==> config.mk <==
export PLATFORM = sky130hd
export DESIGN_NAME = fetch_unit_flat
export DESIGN_NICKNAME = d
export VERILOG_FILES = /design/src/rtl/fetch_if.sv /design/src/rtl/fetch_unit.sv /design/src/flat_wrapper.sv
export SDC_FILE = /design/constraint.sdc
export NUM_CORES = 1
export LEC_CHECK = 0
export ABC_CLOCK_PERIOD_IN_PS = 3900
export CORE_ASPECT_RATIO = 1.4
export CORE_MARGIN = 4
export CORE_UTILIZATION = 50
export CTS_BUF_LIST = sky130_fd_sc_hd__clkbuf_8
export CTS_CLUSTER_SIZE = 30
export DETAILED_ROUTE_END_ITERATION = 10
export GPL_TIMING_DRIVEN = 0
export MAX_ROUTING_LAYER = met4
export PLACE_DENSITY = 0.81
export SYNTH_ARGS = -nofsm -noshare
export SYNTH_HDL_FRONTEND = slang
export SYNTH_SLANG_ARGS = --single-unit
export TNS_END_PERCENT = 20
==> constraint.sdc <==
create_clock -name clk -period 3.9 [get_ports clk]
set_input_delay 0.39 -clock clk [delete_from_list [all_inputs] [get_ports clk]]
set_output_delay 0.39 -clock clk [all_outputs]
set_load 0.01 [all_outputs]
==> src/rtl/fetch_if.sv <==
// Fetch-stage bus bundle: instruction-memory read port plus the fetch/decode handshake
// and the redirect inputs coming back from decode.
interface fetch_if;
    logic [31:0] program_counter;
    logic [31:0] instruction;
    logic        if_valid;
    logic [31:0] if_instr;
    logic [31:0] if_pc;
    logic        id_ready;
    logic        branch_taken;
    logic [15:0] branch_offset;
    logic        jump;
    logic [25:0] jump_target;
    logic        done;

    modport master (
        output program_counter, if_valid, if_instr, if_pc, done,
        input  instruction, id_ready, branch_taken, branch_offset, jump, jump_target
    );

    modport slave (
        input  program_counter, if_valid, if_instr, if_pc, done,
        output instruction, id_ready, branch_taken, branch_offset, jump, jump_target
    );
endinterface

==> src/rtl/fetch_unit.sv <==
// Instruction fetch: word-indexed PC, one-entry fetch register with valid/ready, redirects.
// Define FETCH_STALL_CNT_EN to add a saturating stall_count output.
module fetch_unit #(
    parameter int unsigned IMEM_DEPTH = 3,
    parameter int unsigned RESET_PC   = 0
) (
    input  logic        clk,
    input  logic        rst_n,
`ifdef FETCH_STALL_CNT_EN
    output logic [15:0] stall_count,
`endif
    fetch_if.master     bus
);
    localparam logic [31:0] RstPc   = 32'(RESET_PC);
    localparam logic        RstDone = (RESET_PC >= IMEM_DEPTH);

    logic [31:0] pc_q, pc_d;
    logic [31:0] instr_q, instr_d;
    logic [31:0] ipc_q, ipc_d;
    logic        valid_q, valid_d;
    logic        done_q, done_d;

    logic        fire, redir;
    logic [31:0] target, pc_inc;

    assign fire   = valid_q && bus.id_ready;
    assign redir  = valid_q && (bus.jump || bus.branch_taken);
    assign pc_inc = pc_q + 32'd1;

    always_comb begin
        target = ipc_q + 32'd1 + {{16{bus.branch_offset[15]}}, bus.branch_offset};
        if (bus.jump) begin
            target = {ipc_q[31:26], bus.jump_target};
        end
    end

    always_comb begin
        pc_d    = pc_q;
        instr_d = instr_q;
        ipc_d   = ipc_q;
        valid_d = valid_q;
        done_d  = done_q;
        if (redir) begin
            // Flush the wrong-path entry regardless of id_ready
            pc_d    = target;
            valid_d = 1'b0;
            done_d  = (target >= IMEM_DEPTH);
        end else if (valid_q && !bus.id_ready) begin
            // Stall: hold everything
        end else if (!done_q) begin
            instr_d = bus.instruction;
            ipc_d   = pc_q;
            valid_d = 1'b1;
            pc_d    = pc_inc;
            done_d  = (pc_inc >= IMEM_DEPTH);
        end else if (fire) begin
            valid_d = 1'b0;
        end
    end

    always_ff @(posedge clk or negedge rst_n) begin
        if (!rst_n) begin
            pc_q    <= RstPc;
            instr_q <= '0;
            ipc_q   <= '0;
            valid_q <= 1'b0;
            done_q  <= RstDone;
        end else begin
            pc_q    <= pc_d;
            instr_q <= instr_d;
            ipc_q   <= ipc_d;
            valid_q <= valid_d;
            done_q  <= done_d;
        end
    end

`ifdef FETCH_STALL_CNT_EN
    logic [15:0] stall_cnt_q;

    always_ff @(posedge clk or negedge rst_n) begin
        if (!rst_n) begin
            stall_cnt_q <= '0;
        end else if (valid_q && !bus.id_ready && !redir && (stall_cnt_q != 16'hFFFF)) begin
            stall_cnt_q <= stall_cnt_q + 16'd1;
        end
    end

    assign stall_count = stall_cnt_q;
`endif

    assign bus.program_counter = pc_q;
    assign bus.if_valid        = valid_q;
    assign bus.if_instr        = instr_q;
    assign bus.if_pc           = ipc_q;
    assign bus.done            = done_q;
endmodule

==> src/flat_wrapper.sv <==
// flat-port wrapper written by rule: the top's interface ports become plain ports
module fetch_unit_flat 
#(
    parameter int unsigned IMEM_DEPTH = 3,
    parameter int unsigned RESET_PC   = 0
)
  (clk, rst_n, bus_program_counter, bus_if_valid, bus_if_instr, bus_if_pc, bus_done, bus_instruction, bus_id_ready, bus_branch_taken, bus_branch_offset, bus_jump, bus_jump_target);
  fetch_if bus_i ();
  input  logic clk;
  input  logic rst_n;
  output wire logic [$bits(bus_i.program_counter)-1:0] bus_program_counter;
  output wire logic [$bits(bus_i.if_valid)-1:0] bus_if_valid;
  output wire logic [$bits(bus_i.if_instr)-1:0] bus_if_instr;
  output wire logic [$bits(bus_i.if_pc)-1:0] bus_if_pc;
  output wire logic [$bits(bus_i.done)-1:0] bus_done;
  input wire logic [$bits(bus_i.instruction)-1:0] bus_instruction;
  input wire logic [$bits(bus_i.id_ready)-1:0] bus_id_ready;
  input wire logic [$bits(bus_i.branch_taken)-1:0] bus_branch_taken;
  input wire logic [$bits(bus_i.branch_offset)-1:0] bus_branch_offset;
  input wire logic [$bits(bus_i.jump)-1:0] bus_jump;
  input wire logic [$bits(bus_i.jump_target)-1:0] bus_jump_target;
  assign bus_program_counter = bus_i.program_counter;
  assign bus_if_valid = bus_i.if_valid;
  assign bus_if_instr = bus_i.if_instr;
  assign bus_if_pc = bus_i.if_pc;
  assign bus_done = bus_i.done;
  assign bus_i.instruction = bus_instruction;
  assign bus_i.id_ready = bus_id_ready;
  assign bus_i.branch_taken = bus_branch_taken;
  assign bus_i.branch_offset = bus_branch_offset;
  assign bus_i.jump = bus_jump;
  assign bus_i.jump_target = bus_jump_target;
  fetch_unit #(.IMEM_DEPTH(IMEM_DEPTH), .RESET_PC(RESET_PC)) u_core (.clk(clk), .rst_n(rst_n), .bus(bus_i));
endmodule
Word level (Yosys, flattened, before mapping)
Cells that the tools add are included.
Storage, ports and cells
  bits in registers: 98
  output and inout bits: 98
  logic and storage cells: 35
Cells by class
  add/subtract/negate cells: 3
  magnitude comparators: 2
  eq/ne operators: 3
  mux-type cells: 11
  bitwise operators: 3
  reduce and logical (&&, ||, !) cells: 8
Operators by type and width (count)
  32-bit 2-to-1 mux: 4
  32-bit by 1-bit adder with 32-bit output, second input constant: 2
  32-bit by 2-bit >= comparator with 1-bit output, second input constant: 2
  32-bit adder: 1
  1-bit 2-to-1 mux: 7
  2-bit AND reduction: 2
  1-bit logical AND: 3
  3-bit != test, second input constant: 1
  1-bit inverter: 3
  3-bit AND reduction: 1
  2-bit by 1-bit != test with 1-bit output, second input constant: 1
  2-bit != test, second input constant: 1
  1-bit zero test: 1
  1-bit logical OR: 1

Logic depth before layout (Yosys ltp)
  depth in word-level cells: 5
  gate-level depth with buffers: 13

Least setup slack after synthesis
No wires, ideal clock.
  path type: reg2reg
  start point: register u_core.ipc_q[0], in the netlist u_core.bus.if_pc[0]
  end point: register u_core.done_q, in the netlist u_core.bus.done
  setup time: 0.147 ns
  arrival time: 2.987 ns
  setup slack: 0.765 ns
  cell stages (with the launch flop): 14
  path buffers: 0
  clock period less this slack: 3.135 ns
  cell sequence: dfrtp_1 inv_1 ha_1 inv_1 fa_1 a21o_1 a221o_1 xor2_1 a2111oi_2 nand4_1 nor4_1 o211ai_1 nor4_1 a41oi_1
On the way
  word-level cells in the longest chain between the ends: 5
Ends and longest elaborated chain
  from (decl): RTL line fetch_unit.sv:19  | logic [31:0] ipc_q, ipc_d;
  from (signal assigned): RTL line fetch_unit.sv:71  | ipc_q <= ipc_d;
  32-bit by 1-bit adder with 32-bit output: RTL line fetch_unit.sv:31  | target = ipc_q + 32'd1 + {{16{bus.branch_offset[15]}}, bus.branch_offset};
  32-bit adder: RTL line fetch_unit.sv:31
  32-bit 2-to-1 mux: RTL line fetch_unit.sv:32  | if (bus.jump) begin
  32-bit by 2-bit >= comparator with 1-bit output: RTL line fetch_unit.sv:47  | done_d = (target >= IMEM_DEPTH);
  1-bit 2-to-1 mux: RTL line fetch_unit.sv:43  | if (redir) begin
  to (signal assigned): RTL line fetch_unit.sv:67  | done_q <= RstDone;
  to (signal assigned): RTL line fetch_unit.sv:73  | done_q <= done_d;
  to (decl): RTL line fetch_unit.sv:21  | logic done_q, done_d;
Every way passes these cells.
A chain may end at the register's enable or synchronous reset.

Worst setup path after layout
Ends and elaborated chain as after synthesis.

==> metrics.md <==
| Metric | Value |
|---|---|
| # Max-Cap Violations | `0` |
| Hold Path Class | `in -> async` |
| Via count | `7,121` |
| Starting Density | `51.2%` |
| Synth warn | `0` |
| HPWL Detailed | `19,100 µm` |
| Post-synthesis compound-gate area fraction | `19.3%` |
| Maximum clock frequency | `265 MHz` |
| Clk_lat worst skew | `0.38 ns` |
| I/O Pins | `177` |
| Final Slew Violations | `0` |
| Fillers | `1,161` |
| Clock share of power | `29.6%` |
| Clock Root Buffer | `clkbuf_8` |
| Gr ovfl total | `0` |
| Core area | `14,000 µm²` |
| Cell family with most CP delay | `compound AO/OA/AOI/OAI gates` |
| Critical Path End Type | `register` |
| Crit path launch type | `register` |
| Share of cells above drive strength 1 | `11.6%` |
| Routed length per instance | `20.8 µm` |
| Internal | `1700 µW` |
| # H-tree levels | `3` |
| Ys async rst share | `100%` |
| GR Util All Layers | `30.7%` |
| Iter 0 DRT Violations | `506` |
| Met1 Routed Length | `9410 µm` |
| EDFF count, synth | `0` |
| CTS max path bufs | `2` |
| Avg Cell Area, Syn | `8.94 µm²` |
| Die Span Y | `150 µm` |
| Slew HR | `28.8%` |
| Seq/Total Area, Yosys | `34.3%` |
| Cell Chain, Critical Path | `inv_1 -> ha_1 -> inv_1 -> fa_1 -> a21o_1 -> a221o_2 -> a221oi_4 -> o21ai_1 -> xnor2_1 -> o21ai_0 -> or4b_1 -> nor4_4 -> a41oi_1` |
| Buf/Inv on CP | `2` |
| Worst path max stage delay | `0.56 ns` |
| Switching Fraction | `32.7%` |
| Pwr Density | `267 nW/µm²` |
| Post-Syn Area | `7160 µm²` |
| Placed Cells | `1,162` |
| Final GP Congestion | `0.940` |
| Xor/xnor share of the synthesized area | `6.12%` |
| Maximum net fanout on the critical path | `3` |
| Maximum VDD drop | `0.197 mV` |
| Pre-antenna DRT Iters | `5` |
| Vias per inst | `6.04` |
| WS Path Type | `reg -> reg` |
| Post-Syn Instances | `801` |
| Worst slew pin tran | `1.06 ns` |
| Synth Area in Simple Gates | `18.7%` |
| Multi-input logic area | `4510 µm²` |
| Initial antenna violation count | `0` |
| Non-Filler Instances | `1,179` |
| CTS tree | `done` |
| Final net count | `1,102` |
| Final setup vio count | `0` |
| Worst slack at placement | `-0.802 ns` |
| Largest net degree at the start of global routing | `65` |
| Final Critical Period | `3.78 ns` |
| Register area | `2450 µm²` |
| CP required | `4.15 ns` |
| Met2 WL | `12,900 µm` |
| CTS buffer count | `9` |
| CP max-delay cell | `or4b_1` |
| Synth Flop Type | `dfrtp_1` |
| Clock net sink count | `98` |
| Final worst path period share | `96.8%` |
| Final WS setup | `0.124 ns` |
| Post-route DRC violation count | `0` |
| Synth Area in Adders | `6.05%` |
| Vias in the first global route | `7,230` |
| Die Width | `109 µm` |
| Sw Pwr | `824 µW` |
| Sequential power share | `46.2%` |
| Power share of the combinational group | `24.2%` |
| Global-route wire length before repair | `37,700 µm` |
| Final hold violation count | `0` |
| Highest routing layer actually used | `met4` |
| Worst Clk Skew | `0.0179 ns` |
| CP Data Arrival Time | `4.02 ns` |
| Area growth syn-to-layout | `31.9%` |
| Pleak | `0.00400 µW` |
| Total wire length | `24,500 µm` |
| Outcome | `finished clean` |
| Mux contribution to synthesized area | `12.1%` |
| Post-route design area | `9440 µm²` |
| Row count | `51` |
| Clock Pin Slew Worst Setup and Hold Paths | `0.12 ns` |
| Syn_nets | `914` |
| Number of synthesized register bits | `98` |
| Detail Route Antenna Nets | `0` |
| IO buf count | `175` |
| Most common cell on crit path | `inv_1` |
| Largest family of logic cells by synthesized area | `compound AO/OA/AOI/OAI gates` |
| Met3 wire length | `1230 µm` |
| Library cells used by synthesis | `70` |
| Die ar. | `16,300 µm²` |
| Placed Area | `9170 µm²` |
| # diodes | `0` |
[metal layers]
layer  vias up  track usage (%)
li1       3327                -
met5         -                -
met3        62             3.45
met2       277             53.5
met1      3455             35.7
met4         0             12.3
[worst reg2reg max path: stages (launching register included)]
cell and delay (ns):
dfrtp_1 0.39, inv_1 0.08, ha_1 0.17, inv_1 0.05, fa_1 0.47, a21o_1 0.24
a221o_2 0.41, a221oi_4 0.34, o21ai_1 0.11, xnor2_1 0.15, o21ai_0 0.13, or4b_1 0.56
nor4_4 0.38, a41oi_1 0.17
[cell families (layout without fill, tap and decap cells)]
group	Yosys count	in the layout
adder cells (fa/ha/maj)	34	34
flip-flops	98	98
AND/OR/NAND/NOR	269	269
AO/OA/AOI/OAI	209	209
XOR/XNOR	50	50
multiplexers	78	78
buffers and inverters	63	256
[cell usage after synthesis (11+ instances only)]
cell	instances	area share, %
dfrtp_1	98	34
nand2_1	83	4.4
mux2_2	69	11
o21ai_0	53	3.7
nor2_1	50	2.6
a21oi_1	43	3.0
clkbuf_1	33	1.7
ha_1	33	5.8
nand3_1	27	1.9
xnor2_1	27	3.3
nand4_1	23	2.0
xor2_1	23	2.8
inv_1	19	1.0
nor3_1	16	1.1
a21o_1	15	1.6
a31oi_1	15	1.3
a211oi_1	14	1.5
and2_1	13	1.1
and3_1	11	0.96
nor4_1	11	0.96
[registers in the layout, summed over array words and instances, names as in the netlist]
| register | flops |
|---|---|
| u_core.bus.if_pc | 32 |
| u_core.bus.if_instr | 32 |
| u_core.bus.done | 1 |
| u_core.bus.if_valid | 1 |
| u_core.bus.program_counter | 32 |
[stage by stage]
step / util, % / power, µW / setup TNS, ns / hold slack, ns
after floorplan: - / 1440 / 0 / 0.0944
after global placement: 65.4 / 1770 / -137.09 / 0.488
after detailed placement: 65.6 / 1780 / -1.41 / 0.406
after CTS: 67.3 / 2530 / 0 / 0.517
after global routing: 67.5 / 2630 / -0.0137 / 0.540
final: 67.5 / 2520 / 0 / 0.519
[power groups by stage]
stage / clock (µW) / combinational [µW] / sequential [µW]
finish: 746 / 610 / 1160
global route: 798 / 659 / 1170
CTS: 758 / 607 / 1160
detailed placement: 0 / 602 / 1180
global placement: 0 / 591 / 1180
floorplan: 0 / 265 / 1180
[final cells by class]
cell class              instances  area share (%)
plain buffers                  44            1.87
clock buffers                   9            1.31
clock inverters                 7           0.968
inverters                      19           0.756
multi-input cells             640            47.8
flip-flops and latches         98            26.0
well taps                     185            2.45
repair buffers                177            18.9
[what timing repair did]
action / in CTS / in global routing
setup endpoints to repair: 1 / 1
hold endpoints to repair: 16 / 0
pin swaps: 0 / 5
hold buffers: 1 / 0
buffers inserted: 0 / 0
resized for setup: 4 / 7
[cells in the final DEF, fill, tap and decap left out, drive strengths merged, types with 5 or more instances in the layout]
cell	Yosys	layout
a211oi	14	14
a21o	15	15
a21oi	44	44
a31oi	15	15
and2	13	13
and3	11	11
buf	11	13
clkbuf	33	43
clkdlybuf4s50	0	173
dfrtp	98	98
ha	33	33
inv	19	24
mux2	69	69
mux2i	9	9
nand2	83	83
nand3	27	27
nand4	23	23
nor2	50	50
nor2b	7	7
nor3	17	17
nor4	13	13
o211ai	5	5
o21ai	58	58
o31ai	5	5
or3	7	7
xnor2	27	27
xor2	23	23
[path summary, 6_finish.rpt]
path	start	endpoint	depth (start not counted)	slack [ns]
max in group asynchronous	rst_n	u_core.bus.program_counter[31]	3	2.67
hold reg to reg	u_core.bus.if_instr[9]	u_core.bus.if_instr[9]	1	0.52
setup reg to reg	u_core.bus.if_pc[0]	u_core.bus.done	13	0.12
min in group clk	u_core.bus.if_instr[9]	u_core.bus.if_instr[9]	1	0.52
setup / recovery	u_core.bus.if_pc[0]	u_core.bus.done	13	0.12
hold / removal	rst_n	u_core.bus.if_pc[11]	2	0.52
No activity file was read; power rests on OpenSTA's default activity.
